--- config.mk ---
export PLATFORM = sky130hd
export DESIGN_NAME = sample_frame_sequencer
export DESIGN_NICKNAME = d
export VERILOG_FILES = /design/src/rtl/sample_frame_sequencer.sv
export SDC_FILE = /design/constraint.sdc
export NUM_CORES = 1
export LEC_CHECK = 0
export ABC_CLOCK_PERIOD_IN_PS = 3460
export BUFFER_PORTS_ARGS = -buffer_cell sky130_fd_sc_hd__buf_2
export CAP_MARGIN = 20
export CORE_MARGIN = 10
export CORE_UTILIZATION = 45
export CTS_CLUSTER_SIZE = 30
export DETAILED_ROUTE_END_ITERATION = 8
export PLACE_DENSITY = 0.65
export SLEW_MARGIN = 30
export SYNTH_ARGS = -nofsm -noshare
export SYNTH_HDL_FRONTEND = slang
export SYNTH_SLANG_ARGS = --single-unit
--- constraint.sdc ---
create_clock -name clk -period 3.46 [get_ports clk]
set_clock_uncertainty 0.15 [all_clocks]
set_input_delay 0 -clock clk [delete_from_list [all_inputs] [get_ports clk]]
set_output_delay 0 -clock clk [all_outputs]
set_load 0.05 [all_outputs]
--- src/rtl/sample_frame_sequencer.sv ---
// Capture-and-stream sequencer: latches the 64-bit translator bus on a hardware or
// software trigger and emits a framed packet (header, mask, selected lanes, XOR sum).
module sample_frame_sequencer #(
  parameter logic [7:0] HEADER   = 8'hA5,
  parameter logic [7:0] CMD_TRIG = 8'h53,
  parameter logic [7:0] CMD_MASK = 8'h4D
) (
  input  logic        clk,
  input  logic        rst,
  input  logic [63:0] data_in,
  input  logic        trig_in,
  input  logic [7:0]  rx_data,
  input  logic        new_rx_data,
  output logic [7:0]  tx_data,
  output logic        new_tx_data,
  input  logic        tx_busy,
  output logic [7:0]  enable_bit,
  output logic        busy,
  output logic [7:0]  overrun_count
);

  typedef enum logic [2:0] {
    S_IDLE, S_HDR, S_MSK, S_LANE, S_CSUM, S_GAP
  } state_t;

  state_t      state_q, state_d;
  state_t      ret_q, ret_d;
  logic        trig_last_q;
  logic        mask_pending_q, mask_pending_d;
  logic [7:0]  lane_mask_q, lane_mask_d;
  logic [63:0] cap_q, cap_d;
  logic [7:0]  frame_mask_q, frame_mask_d;
  logic [7:0]  csum_q, csum_d;
  logic [2:0]  idx_q, idx_d;
  logic [7:0]  ovr_q, ovr_d;

  logic        trig_evt;
  logic [2:0]  sel;
  logic        sel_found;
  logic        more_after;
  logic [7:0]  lane_byte;

  assign trig_evt = (trig_in && !trig_last_q) ||
                    (new_rx_data && !mask_pending_q && (rx_data == CMD_TRIG));

  assign enable_bit    = lane_mask_q;
  assign busy          = (state_q != S_IDLE);
  assign overrun_count = ovr_q;

  // Lowest set mask bit at or above idx, and whether any set bit lies beyond it,
  // so the last lane hands straight to the checksum without an extra cycle.
  always_comb begin
    sel        = '0;
    sel_found  = 1'b0;
    more_after = 1'b0;
    for (int unsigned i = 0; i < 8; i++) begin
      if (frame_mask_q[i] && (3'(i) >= idx_q) && !sel_found) begin
        sel       = 3'(i);
        sel_found = 1'b1;
      end else if (frame_mask_q[i] && sel_found) begin
        more_after = 1'b1;
      end
    end
  end

  assign lane_byte = cap_q[{sel, 3'b000} +: 8];

  always_comb begin
    state_d        = state_q;
    ret_d          = ret_q;
    mask_pending_d = mask_pending_q;
    lane_mask_d    = lane_mask_q;
    cap_d          = cap_q;
    frame_mask_d   = frame_mask_q;
    csum_d         = csum_q;
    idx_d          = idx_q;
    ovr_d          = ovr_q;
    tx_data        = '0;
    new_tx_data    = 1'b0;

    if (new_rx_data) begin
      if (mask_pending_q) begin
        lane_mask_d    = rx_data;
        mask_pending_d = 1'b0;
      end else if (rx_data == CMD_MASK) begin
        mask_pending_d = 1'b1;
      end
    end

    if (trig_evt && (state_q != S_IDLE) && (ovr_q != 8'hFF)) begin
      ovr_d = ovr_q + 8'd1;
    end

    case (state_q)
      S_IDLE: begin
        if (trig_evt) begin
          cap_d        = data_in;
          frame_mask_d = lane_mask_q;
          csum_d       = '0;
          idx_d        = '0;
          state_d      = S_HDR;
        end
      end
      S_HDR: begin
        tx_data = HEADER;
        if (!tx_busy) begin
          new_tx_data = 1'b1;
          csum_d      = csum_q ^ HEADER;
          ret_d       = S_MSK;
          state_d     = S_GAP;
        end
      end
      S_MSK: begin
        tx_data = frame_mask_q;
        if (!tx_busy) begin
          new_tx_data = 1'b1;
          csum_d      = csum_q ^ frame_mask_q;
          ret_d       = (frame_mask_q != '0) ? S_LANE : S_CSUM;
          state_d     = S_GAP;
        end
      end
      S_LANE: begin
        if (!sel_found) begin
          state_d = S_CSUM;
        end else begin
          tx_data = lane_byte;
          if (!tx_busy) begin
            new_tx_data = 1'b1;
            csum_d      = csum_q ^ lane_byte;
            idx_d       = sel + 3'd1;
            ret_d       = more_after ? S_LANE : S_CSUM;
            state_d     = S_GAP;
          end
        end
      end
      S_CSUM: begin
        tx_data = csum_q;
        if (!tx_busy) begin
          new_tx_data = 1'b1;
          ret_d       = S_IDLE;
          state_d     = S_GAP;
        end
      end
      S_GAP:   state_d = ret_q;
      default: state_d = S_IDLE;
    endcase
  end

  always_ff @(posedge clk) begin
    if (rst) begin
      state_q        <= S_IDLE;
      ret_q          <= S_IDLE;
      trig_last_q    <= 1'b1;
      mask_pending_q <= 1'b0;
      lane_mask_q    <= 8'hFF;
      cap_q          <= '0;
      frame_mask_q   <= '0;
      csum_q         <= '0;
      idx_q          <= '0;
      ovr_q          <= '0;
    end else begin
      state_q        <= state_d;
      ret_q          <= ret_d;
      trig_last_q    <= trig_in;
      mask_pending_q <= mask_pending_d;
      lane_mask_q    <= lane_mask_d;
      cap_q          <= cap_d;
      frame_mask_q   <= frame_mask_d;
      csum_q         <= csum_d;
      idx_q          <= idx_d;
      ovr_q          <= ovr_d;
    end
  end

endmodule
==> metrics list <==
- After detailed placement, the total cell area comes to 0.006123 mm^2.
- At the worst endpoint, the arrival time is 3150 ps.
* Initial antenna violation count: 1
- Power density over the cells: 389.8 mW/mm^2
- The number of endpoints with negative hold slack in the final report is 0.
- Worst VDD drop: 278.9 uV
- Setup repair after global routing left no endpoint under its margin.
* Total routing resource utilization after global routing: 20.25%
- Clock latency on the worst-skew pair, taken at its later pin, is 350 ps.
- I/O Buffers: 102
- Dividing the detail-routed wire length by the instance count gives 16.49 um.
- Share of Yosys cell area claimed by the top area cell type: 38.74%
* Initial cell density of the core: 46.03%
- Synthesis inferred 107 register bits.
- Clk sinks: 107
- Synthesis produced 725 cells.
* Setup crit start kind: flop
* Drt drc: 0
- Largest cells by area after synthesis: dfxtp_1 (39%), nand2_1 (13%), a21oi_1 (8.0%)
- Global-route wire length before repair: 27,870 um
* DRT antenna net count: 0
- After synthesis, the netlist uses 61 different library cells.
* Biggest area consumer among synthesized cells: dfxtp_1
- Derived from the worst setup path, the maximum achievable clock frequency is 303.2 MHz.
- The completed layout was analyzed and its total power is 0.002867 W.
* Worst-margin pin slew: 876.5 ps
- Pin count of the biggest net entering global routing: 94
* Clock root cell: clkbuf_16
- Counting flops with an async set or reset pin after synthesis yields a share of 0%.
- Ratio of final minimum period to clock period: 95.33%
- Wire length after detailed routing: 17,200 um
- TritonCTS built the clock tree.
- The clock passes through at most 2 buffers.
- Final-report max-slew violation count: 0
* Accumulated negative setup slack: 0 ps
* Shortest period the worst path allows: 3298 ps
- Rel. slew slack: 41.45%
- Via count of the first global-routing pass: 5,648
* Type of the setup path with the least slack: reg -> out
- STA classifies the critical path endpoint as an output pin.
- Post-synth EDFFs: 0
- Post-CTS clock slew at the launch and capture registers of the worst setup and hold paths: 70 ps
- Post-synth top cells: nand2_1 (187), dfxtp_1 (107), a21oi_1 (88), clkbuf_1 (42)
- From bottom edge to top edge, the die measures 130.8 um.
- Number of buffers created by CTS: 9
- Die outline area: 0.01712 mm^2
* Total number of placement rows: 40
- The detailed router finished its first iteration with 488 violations.
- Area Overhead vs Synth: 33.04%
- CTS built an H-tree with a depth of 3.
* Total congestion overflow: 0
- The worst hold path belongs to the class in -> reg.
- At the worst endpoint, the required time is 3310 ps.
- Per-instance average area after synthesis: 7.626 um^2
- Total leakage power: 2.920 nW
- Worst hold margin: 103.0 ps
* Std-Cell Core Area: 0.01201 mm^2
- Along the worst path, the maximum fanout reaches 19.
- Run status: complete, no violations
- Fraction of final layout cells with drive strength greater than 1: 17.54%
- Finished Cell Area: 0.007356 mm^2
- The detailed router placed 5,790 vias in this run.
* Routability congestion estimate: 0.9156
- Net count after synthesis: 804
* Number of nets in the layout: 969
* Detailed-routing iteration count for the pre-antenna-repair pass: 5
- Summing the sequential cell areas from Yosys gives 38.74% of the chip area.
* Total of endpoints with negative setup slack in the final report: 0
- The most used flip-flop cell after synthesis is dfxtp_1.
- Number of max-cap violations: 0
- Measured along the x axis, the die boundary spans 130.8 um.
* Yosys warning count: 0
- Cell with the most instances after synthesis: nand2_1
- Detailed placement ended at an HPWL of 11,610 um.
* Vias/cell: 5.551
* Cell area after technology mapping: 0.005529 mm^2
- The worst hold path was traced through 3 stages.
* Reg2reg path depth: 8
- 103 I/O pins were placed.
## layer usage
layer  global-route usage (%)  wire length (um)
met4                    8.306               456
met1                    25.94              7546
met5                        0                 0
met3                    4.230              1157
met2                    32.44              8043
## path summary, 6_finish.rpt
kind                   start         end  slack, ps
min                      rst    ret_q[2]        100
max               state_q[1]  tx_data[6]        160
min reg2reg        cap_q[46]   cap_q[46]        300
max reg2reg  frame_mask_q[5]   csum_q[7]        560
## cell type report
class | count | area (um^2)
inverter | 14 | 52.55
fill | 1080 | 4656
sequential | 107 | 2145
tap | 147 | 183.9
clock inverter | 3 | 46.29
timing repair buffer | 208 | 1550
antenna | 1 | 2.502
clock buffer | 13 | 250.2
multi-input combinational | 550 | 3126
## state kept, by name, summed over array words and instances (netlist names)
register,cells
cap_q,64
csum_q,8
enable_bit,8
frame_mask_q,8
overrun_count,8
idx_q,3
ret_q,3
state_q,3
mask_pending_q,1
trig_last_q,1
## critical path, stage by stage (launching register included)
cell and delay, ps:
dfxtp_1 730, nor2b_1 510, nand2_1 330, nor2_1 630, nand3_1 140, o21ai_0 150, buf_2 310
## metrics by stage
step | util (%) | setup slack (ps) | cells
6_report | 61.24 | 161.6 | 1043
5_1_grt | 61.24 | 13.29 | 1043
2_1_floorplan | - | 850.7 | 725
3_3_place_gp | 50.98 | 480.1 | 935
4_1_cts | 61.03 | 62.81 | 1042
3_5_place_dp | 50.98 | 445.3 | 935
## cell families (layout without fill, tap and decap cells)
family	Yosys count	in the layout	synth area share, %
other	0	1	0
flip-flops	107	107	38.74
buffers and inverters	68	238	5.159
adder cells (fa/ha/maj)	3	3	0.6336
XOR/XNOR	7	7	1.109
multiplexers	42	42	7.875
AND/OR/NAND/NOR	323	323	26.00
AO/OA/AOI/OAI	175	175	20.48
## cell usage in the layout, fill, tap and decap left out, types with 6 or more instances in the layout
| master | instances |
|---|---|
| nand2_1 | 187 |
| dfxtp_1 | 105 |
| buf_2 | 102 |
| dlygate4sd3_1 | 91 |
| a21oi_1 | 88 |
| nor2_1 | 40 |
| nand3_1 | 40 |
| mux2i_1 | 30 |
| inv_1 | 14 |
| o21ai_0 | 13 |
| buf_4 | 13 |
| mux2_2 | 12 |
| a22oi_1 | 11 |
| nor3_1 | 11 |
| clkbuf_16 | 9 |
| o221ai_1 | 8 |
| a21o_1 | 7 |
| nor2b_1 | 6 |
| nor4_1 | 6 |
## repair_timing
item | 4_1_cts | 5_1_grt
endpoints found under the hold margin | 76 | 0
hold buffers | 91 | 0
buffers inserted | 0 | 0
resized for setup | 0 | 5
setup endpoints to repair | 0 | 8
## where the power goes
| part | leakage (nW) | switching [W] | internal (W) | total, W |
|---|---|---|---|---|
| registers | 0.869 | 0.0000353 | 0.00127 | 0.00130 |
| logic | 1.91 | 0.000293 | 0.000234 | 0.000527 |
| clock network | 0.140 | 0.000451 | 0.000585 | 0.00104 |
| total | 2.92 | 0.000779 | 0.00209 | 0.00287 |
Note: power is estimated with default switching activity, not from simulation.
